<file path="config.mk">
export PLATFORM = sky130hd
export DESIGN_NAME = fft_frame_ctrl
export DESIGN_NICKNAME = d
export VERILOG_FILES = /design/src/rtl/fft_frame_ctrl.sv
export SDC_FILE = /design/constraint.sdc
export NUM_CORES = 1
export LEC_CHECK = 0
export CAP_MARGIN = 20
export CORE_MARGIN = 2
export CORE_UTILIZATION = 54
export DETAILED_ROUTE_END_ITERATION = 7
export MAX_ROUTING_LAYER = met4
export PLACE_DENSITY = 0.9
export SYNTH_ARGS = -nofsm -noshare
export SYNTH_HDL_FRONTEND = slang
export SYNTH_SLANG_ARGS = --single-unit
</file>
<file path="constraint.sdc">
create_clock -name clk -period 2.3 [get_ports clk]
set_clock_uncertainty 0.05 [all_clocks]
set_input_delay 0.345 -clock clk [delete_from_list [all_inputs] [get_ports clk]]
set_output_delay 0.345 -clock clk [all_outputs]
set_load 0.02 [all_outputs]
</file>
<file path="src/rtl/fft_frame_ctrl.sv">
// Frame sequencer for a radix-2^2 SDF FFT pipeline.
// Admits samples over valid/ready, advances the datapath, tags results with
// sop/eop/last on a 1-deep output register, and flushes the pipeline with
// zero samples after the final frame of a burst.
module fft_frame_ctrl #(
  parameter int N_POINTS   = 16,
  parameter int PIPE_LAT   = 20,
  parameter int LOG2N_BITS = $clog2(N_POINTS)
) (
  input  logic                  clk,
  input  logic                  rst,
  input  logic                  in_valid,
  input  logic                  in_last,
  output logic                  in_ready,
  output logic                  dp_en,
  output logic                  dp_zero,
  output logic [LOG2N_BITS-1:0] control_bus,
  output logic                  out_valid,
  input  logic                  out_ready,
  output logic                  out_sop,
  output logic                  out_eop,
  output logic                  out_last,
  output logic                  err_frame
);

  localparam int FILL_W  = $clog2(PIPE_LAT + 1);
  localparam int FLUSH_W = $clog2(PIPE_LAT);
  localparam logic [LOG2N_BITS-1:0] IDX_MAX   = LOG2N_BITS'(N_POINTS - 1);
  localparam logic [FILL_W-1:0]     FILL_FULL = FILL_W'(PIPE_LAT);
  localparam logic [FLUSH_W-1:0]    FLUSH_END = FLUSH_W'(PIPE_LAT - 1);

  typedef enum logic [1:0] {IDLE, RUN, FLUSH, DRAIN} state_t;

  state_t                  state_q;
  logic [LOG2N_BITS-1:0]   in_cnt_q, in_cnt_d;
  logic [LOG2N_BITS-1:0]   out_cnt_q, out_cnt_d;
  logic [FILL_W-1:0]       fill_cnt_q;
  logic [FLUSH_W-1:0]      flush_cnt_q;
  logic                    out_valid_q;
  logic                    last_frame_q;
  logic                    first_last_q;
  logic                    err_frame_q;

  logic stall;
  logic accept;
  logic produce;
  logic xfer;
  logic final_xfer;

  // A full, unaccepted output register freezes the whole pipeline.
  assign stall = out_valid_q & ~out_ready;

  // Handshake and datapath controls decoded from the current state.
  always_comb begin
    in_ready = 1'b0;
    dp_en    = 1'b0;
    dp_zero  = 1'b0;
    case (state_q)
      IDLE, RUN: begin
        in_ready = ~stall;
        dp_en    = in_valid & ~stall;
      end
      FLUSH: begin
        dp_zero = 1'b1;
        dp_en   = ~stall;
      end
      default: begin
      end
    endcase
  end

  assign accept = in_valid & in_ready;
  // The first result reaches the datapath output only after PIPE_LAT advances
  // beyond the pulse that loaded sample 0, i.e. once fill_cnt has saturated.
  assign produce    = dp_en & (fill_cnt_q == FILL_FULL);
  assign xfer       = out_valid_q & out_ready;
  assign final_xfer = xfer & out_last;

  assign in_cnt_d  = (in_cnt_q == IDX_MAX)  ? '0 : in_cnt_q + LOG2N_BITS'(1);
  assign out_cnt_d = (out_cnt_q == IDX_MAX) ? '0 : out_cnt_q + LOG2N_BITS'(1);

  assign control_bus = in_cnt_q;
  assign out_valid   = out_valid_q;
  assign out_sop     = out_valid_q & (out_cnt_q == '0);
  assign out_eop     = out_valid_q & (out_cnt_q == IDX_MAX);
  assign out_last    = last_frame_q & out_eop;
  assign err_frame   = err_frame_q;

  // Frame FSM, pipeline counters and output tagging state.
  always_ff @(posedge clk) begin
    if (rst) begin
      state_q      <= IDLE;
      in_cnt_q     <= '0;
      out_cnt_q    <= '0;
      fill_cnt_q   <= '0;
      flush_cnt_q  <= '0;
      out_valid_q  <= 1'b0;
      last_frame_q <= 1'b0;
      first_last_q <= 1'b0;
      err_frame_q  <= 1'b0;
    end else begin
      case (state_q)
        IDLE: begin
          if (accept) state_q <= RUN;
        end
        RUN: begin
          if (accept && in_last && (in_cnt_q == IDX_MAX)) state_q <= FLUSH;
        end
        FLUSH: begin
          if (dp_en) begin
            if (flush_cnt_q == FLUSH_END) begin
              // Earlier frames may still emit their eop while flushing, so the
              // burst-final tag is armed only once the last flush pulse issues.
              state_q      <= DRAIN;
              flush_cnt_q  <= '0;
              last_frame_q <= 1'b1;
            end else begin
              flush_cnt_q <= flush_cnt_q + FLUSH_W'(1);
            end
          end
        end
        default: begin
        end
      endcase

      // Control index keeps stepping through the flush so stage controls stay in sequence.
      if (dp_en) in_cnt_q <= in_cnt_d;
      if (dp_en && (fill_cnt_q != FILL_FULL)) fill_cnt_q <= fill_cnt_q + FILL_W'(1);

      if (produce)   out_valid_q <= 1'b1;
      else if (xfer) out_valid_q <= 1'b0;

      if (xfer) out_cnt_q <= out_cnt_d;

      if (accept && (in_cnt_q == '0)) first_last_q <= in_last;
      if (accept && (in_cnt_q != '0) && in_last && !first_last_q) err_frame_q <= 1'b1;

      if ((state_q == DRAIN) && final_xfer) begin
        state_q      <= IDLE;
        in_cnt_q     <= '0;
        out_cnt_q    <= '0;
        fill_cnt_q   <= '0;
        last_frame_q <= 1'b0;
      end
    end
  end

endmodule
</file>
Word-level counts from Yosys, hierarchy flattened

Index checks and enable logic that the tools add are counted.

Latch bits: 0
Output and inout port bits: 12
Logic and storage cells: 69
Input port bits: 5
Memories kept: 0
Bits in writable memories: 0
Bits in read-only memories: 0
Flip-flop bits (word level): 24

Shift-type cells: 0
Bitwise operators: 11
Equal/unequal tests: 12
Divide/modulo/power cells: 0
Reduce and logical (&&, ||, !) cells: 20
Multiply operators: 0
Muxes and demuxes: 13
$lt $le $gt $ge: 0
Add/sub/neg operators: 4

Operators with widths:

| operator              | number |
|---|---|
| $add A5 B1 Y5 const B | 2 |
| $eq A5 B5 Y1 const B  | 2 |
| $and A1 B1 Y1         | 9 |
| $add A4 B1 Y4 const B | 2 |
| $eq A4 B4 Y1 const B  | 2 |
| $logic_and A1 B1 Y1   | 8 |
| $logic_not A4 Y1      | 2 |
| $mux W2               | 4 |
| $mux W4               | 2 |
| $ne A2 B2 Y1 const B  | 4 |
| $pmux W2 S3           | 1 |
| $mux W5               | 1 |
| $ne A5 B5 Y1 const B  | 1 |
| $reduce_and A5 Y1     | 1 |
| $eq A2 B2 Y1 const B  | 2 |
| $mux W1               | 4 |
| $reduce_bool A4 Y1    | 1 |
| $reduce_or A2 Y1      | 2 |
| $reduce_and A3 Y1     | 1 |
| $reduce_bool A3 Y1    | 1 |
| $eq A2 B1 Y1 const B  | 1 |
| $logic_not A2 Y1      | 1 |
| $not A1 Y1            | 2 |
| $pmux W1 S2           | 1 |
| 3 further kinds       | 3 |

Logic depth before layout (Yosys ltp)

Gate-level depths: netlist of the first run.

Word-level depth: 9
Mapped depth: 7

Least setup slack after synthesis of the first run

No wires, ideal clock.

Kind: register to register
Start point: register state_q[0]
End point: register in_cnt_q[3] (netlist: control_bus[3])
Cell stages (with the launch flop): 7
Data arrival time: 1.745 ns
Slack: 0.414 ns
Library setup time: 0.091 ns
Path buffers: 0
Cells stage by stage: dfxtp_1 inv_1 ha_1 inv_1 a211oi_4 a41oi_1 a311oi_1

Cells in the longest elaborated chain, start to end: 3

RTL lines:

| what                                                    | line | text |
|---|---|---|
| from (decl)                                             | 34   | `state_t state_q;` |
| from (signal assigned)                                  | 92   | `state_q <= IDLE;` |
| from (signal assigned)                                  | 104  | `if (accept) state_q <= RUN;` |
| from (signal assigned)                                  | 107  | `if (accept && in_last && (in_cnt_q == IDX_MAX)) state_q <= FLUSH;` |
| $eq A2 B1 Y1 / $logic_not A2 Y1 (equally long branches) | 58   | `case (state_q)` |
| $reduce_or A2 Y1                                        | 58   |  |
| $pmux W1 S2 (*)                                         | 58   |  |
| net dp_en                                               | 15   | `output logic dp_en,` |
| to (signal assigned)                                    | 127  | `if (dp_en) in_cnt_q <= in_cnt_d;` |
| to (decl)                                               | 35   | `logic [LOG2N_BITS-1:0] in_cnt_q, in_cnt_d;` |

Mark *: on every way through the listed nets, which the timed path passes. The rest lies on a longest branch.
A chain may end at the register's enable or synchronous reset.

Worst setup path after layout of the first run

Start point: register state_q[1]
End point: output port in_ready

Cells in the longest elaborated chain, start to end: 3

RTL lines:

| what                                                    | line | text |
|---|---|---|
| $eq A2 B1 Y1 / $logic_not A2 Y1 (equally long branches) | 58   |  |
| $reduce_or A2 Y1 (*)                                    | 58   |  |
| $mux W1 (*)                                             | 58   |  |
| to (decl)                                               | 14   | `output logic in_ready,` |

Mark *: on every way between the ends. The rest lies on a longest branch, timed or not.

==> flow_summary.toml, run 1 <==
[setup_path]
crit_path_max_incr_delay_ps = 620
critPathKind = "flop to output port"
crit_required_ps = 1900
rr_worst_depth = 8
cp-end-kind = "output port"
arrival_ps = 1800
cp_max_fo = 4
r2r-start = "state_q[1]"
crit_top_cell = "nor2_1"
crit_chain = "inv_1 -> ha_2 -> nor2_1 -> nor2_1 -> clkdlybuf4s50_1"
rr_endpoint = "fill_cnt_q[3]"
critical-path-slowest-cell = "clkdlybuf4s50_1"
ff2ff_setup_slack_ps = 320
critPathLaunchType = "flop"

[finish]
area_growth_pct = 17.5
drive_above_1_share_pct = 12.0
antenna_cells = 0
fillers = 189
nNetsFinal = 184

[global_routing]
top_usage_layer = "met2"
grtUsageMet1_pct = 24.5
gr-usage-met2_pct = 35.0
grt_max_degree = 18
grt_pass1_wl_um = 4170
grtUsageTotal_pct = 20.4
globalRouteOverflowTotal = 0
use_met3_pct = 2.54
first_global_vias = 1011
antenna_found_initial = 0

[routing]
drt_pass1_iterations = 4
vias = 1049
vias_per_cell = 5.41
drtIter0Drc = 14
wirelength_um = 2480
wl_per_cell_um = 12.8
drc_errors = 0
antenna_left = 0

[cts]
clkTransAtPathRegs_ps = 120
cts.sinks = 24
clockRootBuffer = "clkbuf_4"
ctsLongestPathBuffers = 2
cts_tree = "yes"
holdBufCountCts = 0
h-tree-depth = 1
numCtsBuffers = 3
clk_latency_ps = 310
postCtsSetupBuffers = 0

[floorplan]
die_x_um = 53.4
core_sq_mm = 0.00225
num_rows = 17
die_area_sq_mm = 0.00285
die_y_um = 53.4
start_util_pct = 58.4
boundaryPins = 17

[synthesis]
synthTopCellsByCount = "dfxtp_1, nor2_1, ha_1, inv_1, a21oi_1"
synth_cell_types = 39
synth_fp_nets = 162
synth_seq_cells = 24
yosysTopAreaCell = "dfxtp_1"
synthArstFlopShare_pct = 0
avgSynthCellArea_sq_um = 9.02
synth_top_area_share_pct = 36.5
synthesis.instances = 146
synth_enable_flop_cells = 0
seq_area_frac_synth_pct = 36.5
synth_area_leaders = "dfxtp_1, ha_1, nor2_1"
netlist_area_sq_mm = 0.00132
ys_warn_count = 0
ys.flop_type = "dfxtp_1"

[sta]
rsz0062_at_grt = "false"
setup_ws_ps = 105
min_period_over_period_pct = 95.4
worstMarginPinSlew_ps = 413
setup_tns_ps = 0
hold_viol_final = 0
final_max_slew_viol_count = 0
min_period_ps = 2190
max_slew_margin_pct = 72.5
setup_viol = 0
clock.fmax_ghz = 0.456

[pwr]
total_power_mw = 1.46
ir_drop_mv = 0.653
power_density_mw_per_mm2 = 945
leakage_nw = 0.637

[min_path]
min_to = "last_frame_q"
whs_path_depth = 2
hold_path_class = "flop to flop"
hp-start = "last_frame_q"

[place]
port_buffers = 16
gp_congestion = 0.857
preCtsSetupSlack_ps = 55.2
hpwl_um = 1940

[outcome]
status = "finished, final reports clean"

[job]
maxCapViolations = 0
state kept, by name (all words and copies together), names as in the netlist:
signal	cells
control_bus	4
err_frame	1
fill_cnt_q	5
first_last_q	1
flush_cnt_q	5
last_frame_q	1
out_cnt_q	4
out_valid	1
state_q	2
metal layers:
layer / wire, um / up-vias / share of wire [%]
met5: 0 / - / 0
li1: - / 541 / -
met4: 28 / 0 / 1.1
met3: 47 / 2 / 1.9
met2: 1260 / 11 / 51
met1: 1140 / 495 / 46
through the flow:
step | utilization (%) | cells | hold slack [ps] | cell area, sq um
3_3_place_gp | 67.5 | 191 | 384 | 1520
3_5_place_dp | 67.5 | 191 | 402 | 1520
2_1_floorplan | - | 146 | 364 | 1320
4_1_cts | 68.3 | 194 | 420 | 1540
5_1_grt | 68.6 | 194 | 431 | 1550
6_report | 68.6 | 194 | 416 | 1550
cell type report:
class / instances / area [sq um] / share of cell area (%)
flip-flops and latches: 24 / 480 / 31.0
clock buffers: 3 / 22.5 / 1.46
inverters: 11 / 41.3 / 2.67
well taps: 28 / 35.0 / 2.26
repair buffers: 20 / 189 / 12.2
multi-input cells: 108 / 779 / 50.4
power breakdown:
part           switching (mW)  internal [mW]
clock network           0.116         0.0613
registers              0.0635          0.480
logic                   0.395          0.346
total                   0.575          0.887
worst max-delay path, delay by kind of cell, from the launching register on:
kind                       cells  cell delay, ps
DFF                            1             360
buffers and inverters          2             720
and+or+nand+nor                2             160
adders and majority gates      1             240
cells in the final DEF (no fill, tap or decap), types with 2 or more instances in the layout:
cell type and instances:
a21oi_1 10, clkdlybuf4s50_1 12, nand3_1 5, nand2_1 9
clkbuf_4 3, nor2_1 24, nor2b_1 2, and3_1 3
and4b_1 2, xnor2_1 2, buf_4 4, nand4_1 3
ha_1 10, inv_1 11, dfxtp_1 24, o21ai_0 3
nor3_1 2, xor2_1 7, nor4bb_1 2, mux2i_1 2
dlygate4sd2_1 3
what timing repair did:
item                                    4_1_cts  5_1_grt
cloned                                        0        0
gates resized for setup                       3        3
pin swaps                                     0        0
endpoints found under the setup margin        3        3
hold endpoints to repair                      0        0
cell families after synthesis:
kind of cell,after synthesis,share of synthesized area [%]
XOR/XNOR,9,5.98
buffers and inverters,14,4.75
adder cells (fa/ha/maj),11,10.4
AND/OR/NAND/NOR,61,24.1
multiplexers,3,2.37
AO/OA/AOI/OAI,24,15.9
flip-flops,24,36.5
worst max path at each step:
stage                           endpoint  slack, ps  cells past startpoint  startpoint
after CTS                       in_ready          1                      3   out_valid
after global routing            in_ready         20                      5  state_q[1]
after floorplan           control_bus[3]        410                      6  state_q[0]
final                           in_ready        110                      5  state_q[1]
after global placement             dp_en         40                      4    in_valid
after detailed placement           dp_en         60                      4    in_valid
(Power assumes the default switching activity.)
==> run 2, diff against run 1 <==
REMOVE_ABC_BUFFERS = 1   (was not set)
==> run 2 against run 1 <==
Net effect: combinational power grew 2%; highest routed layer unchanged; largest cell class unchanged; critical endpoint unchanged; via count grew 2.0%; non-clock buffer count grew 1; largest power group unchanged; hold slack gained 3.5 ps.
==> flow_summary.toml, run 2 (synthesis gave the netlist of run 1 again) <==
[routing]
wirelength_um = 2620
drc_errors = 0
vias = 1070
drt_pass1_iterations = 4
vias_per_cell = 5.46
drtIter0Drc = 20
antenna_left = 0
wl_per_cell_um = 13.4

[global_routing]
grtUsageTotal_pct = 22.7
globalRouteOverflowTotal = 0
grt_pass1_wl_um = 4530
grt_max_degree = 18
first_global_vias = 1073
antenna_found_initial = 0

[finish]
fillers = 173
multiInputGateArea_sq_um = 777
largestRegisters = "fill_cnt_q: 5 flops, flush_cnt_q: 5 flops"
area_growth_pct = 18.7
mostFrequentLayoutCells = "nor2_1, dfxtp_1, clkdlybuf4s50_1, inv_1"
antenna_cells = 0
nNetsFinal = 185
register_area_sq_um = 480
drive_above_1_share_pct = 12.5

[setup_path]
critPathKind = "primary input to output port"
r2r-start = "state_q[1]"
crit_path_max_incr_delay_ps = 550
crit_family = "buffers and inverters"
crit_top_cell = "clkdlybuf4s50_1"
critical-path-slowest-cell = "clkdlybuf4s50_1"
crit_buf_inv = 2
cp-end-kind = "output port"
crit_required_ps = 1900
crit_start = "out_ready"
crit_chain = "clkdlybuf4s50_1 -> nor2b_1 -> nor2_1 -> clkdlybuf4s50_1"
cp_max_fo = 4
critPathLaunchType = "primary input"
arrival_ps = 1840

[sta]
worstMarginPinSlew_ps = 475
hold_viol_final = 0
max_slew_margin_pct = 68.3
rsz0062_at_grt = "false"
final_max_slew_viol_count = 0
clock.fmax_ghz = 0.447
min_period_over_period_pct = 97.2
setup_tns_ps = 0
min_period_ps = 2240
setup_viol = 0

[cts]
clk_latency_ps = 310
clockRootBuffer = "clkbuf_4"
cts_tree = "yes"
numCtsBuffers = 3
clkTransAtPathRegs_ps = 130
h-tree-depth = 1
holdBufCountCts = 0
ctsLongestPathBuffers = 2
cts_resized = 3
postCtsSetupBuffers = 0
cts.sinks = 24

[floorplan]
num_rows = 17
die_x_um = 53.4
die_y_um = 53.4
die_area_sq_mm = 0.00285
core_sq_mm = 0.00225
start_util_pct = 58.4
boundaryPins = 17

[outcome]
status = "finished, final reports clean"

[place]
hpwl_um = 1990
gp_congestion = 0.827
port_buffers = 16

[min_path]
hp-start = "last_frame_q"
hold_path_class = "flop to flop"

[pwr]
ir_drop_mv = 0.926
leakage_nw = 0.631
total_power_mw = 1.52
power_density_mw_per_mm2 = 969

[job]
maxCapViolations = 0
## run 2: cell types whose count changed in the layout (fill, tap and decap cells not counted)
cell | previous run | this run
nor2b_2 | 1 | 0
dlymetal6s2s_1 | 1 | 0
nor2b_1 | 2 | 3
buf_4 | 4 | 5
clkdlybuf4s50_1 | 12 | 13
clkbuf_8 | 0 | 1
## run 2: stage by stage
step	std cells	utilization, %	cell area (sq um)	setup slack, ps	hold WS [ps]
6_report	196	69.4	1560	64.5	419
5_1_grt	196	69.4	1560	4.01	442
3_3_place_gp	192	67.8	1530	47.1	384
4_1_cts	196	69.3	1560	42.6	418
2_1_floorplan	143	-	1300	413	364
3_5_place_dp	192	67.8	1530	55.9	399
## run 2: path summary, 6_finish.rpt
check	endpoint	slack [ps]	cells after the start
worst max-delay path	in_ready	60	4
worst min-delay path	last_frame_q	420	2
worst max register to register	fill_cnt_q[3]	340	8
worst min register to register	last_frame_q	420	2
## run 2: per-layer routing
metal,vias to the layer above,part of all wire (%),wire [um],track usage (%)
met4,0,2.4,62,12.0
met3,8,2.4,62,3.39
li1,545,-,-,-
met2,20,50,1320,39.5
met1,497,45,1170,24.7
met5,-,0,0,-
## run 2: final cells by class
type                    count  area share (%)
flip-flops and latches     24            30.7
repair buffers             21            12.4
clock buffers               4            2.32
well taps                  28            2.24
inverters                  11            2.64
multi-input cells         108            49.7
## run 2: tightest hold or removal path: stages (launching register included)
cell     delay [ps]
dfxtp_1         330
inv_1            50
a21oi_1          50
## run 2: report_power, final
part           total, mW  internal, mW  switching, mW  leakage, nW
Clock              0.221        0.0967          0.125       0.0210
Sequential         0.542         0.480         0.0615        0.195
Combinational      0.753         0.347          0.405        0.415
Total               1.52         0.924          0.591        0.631
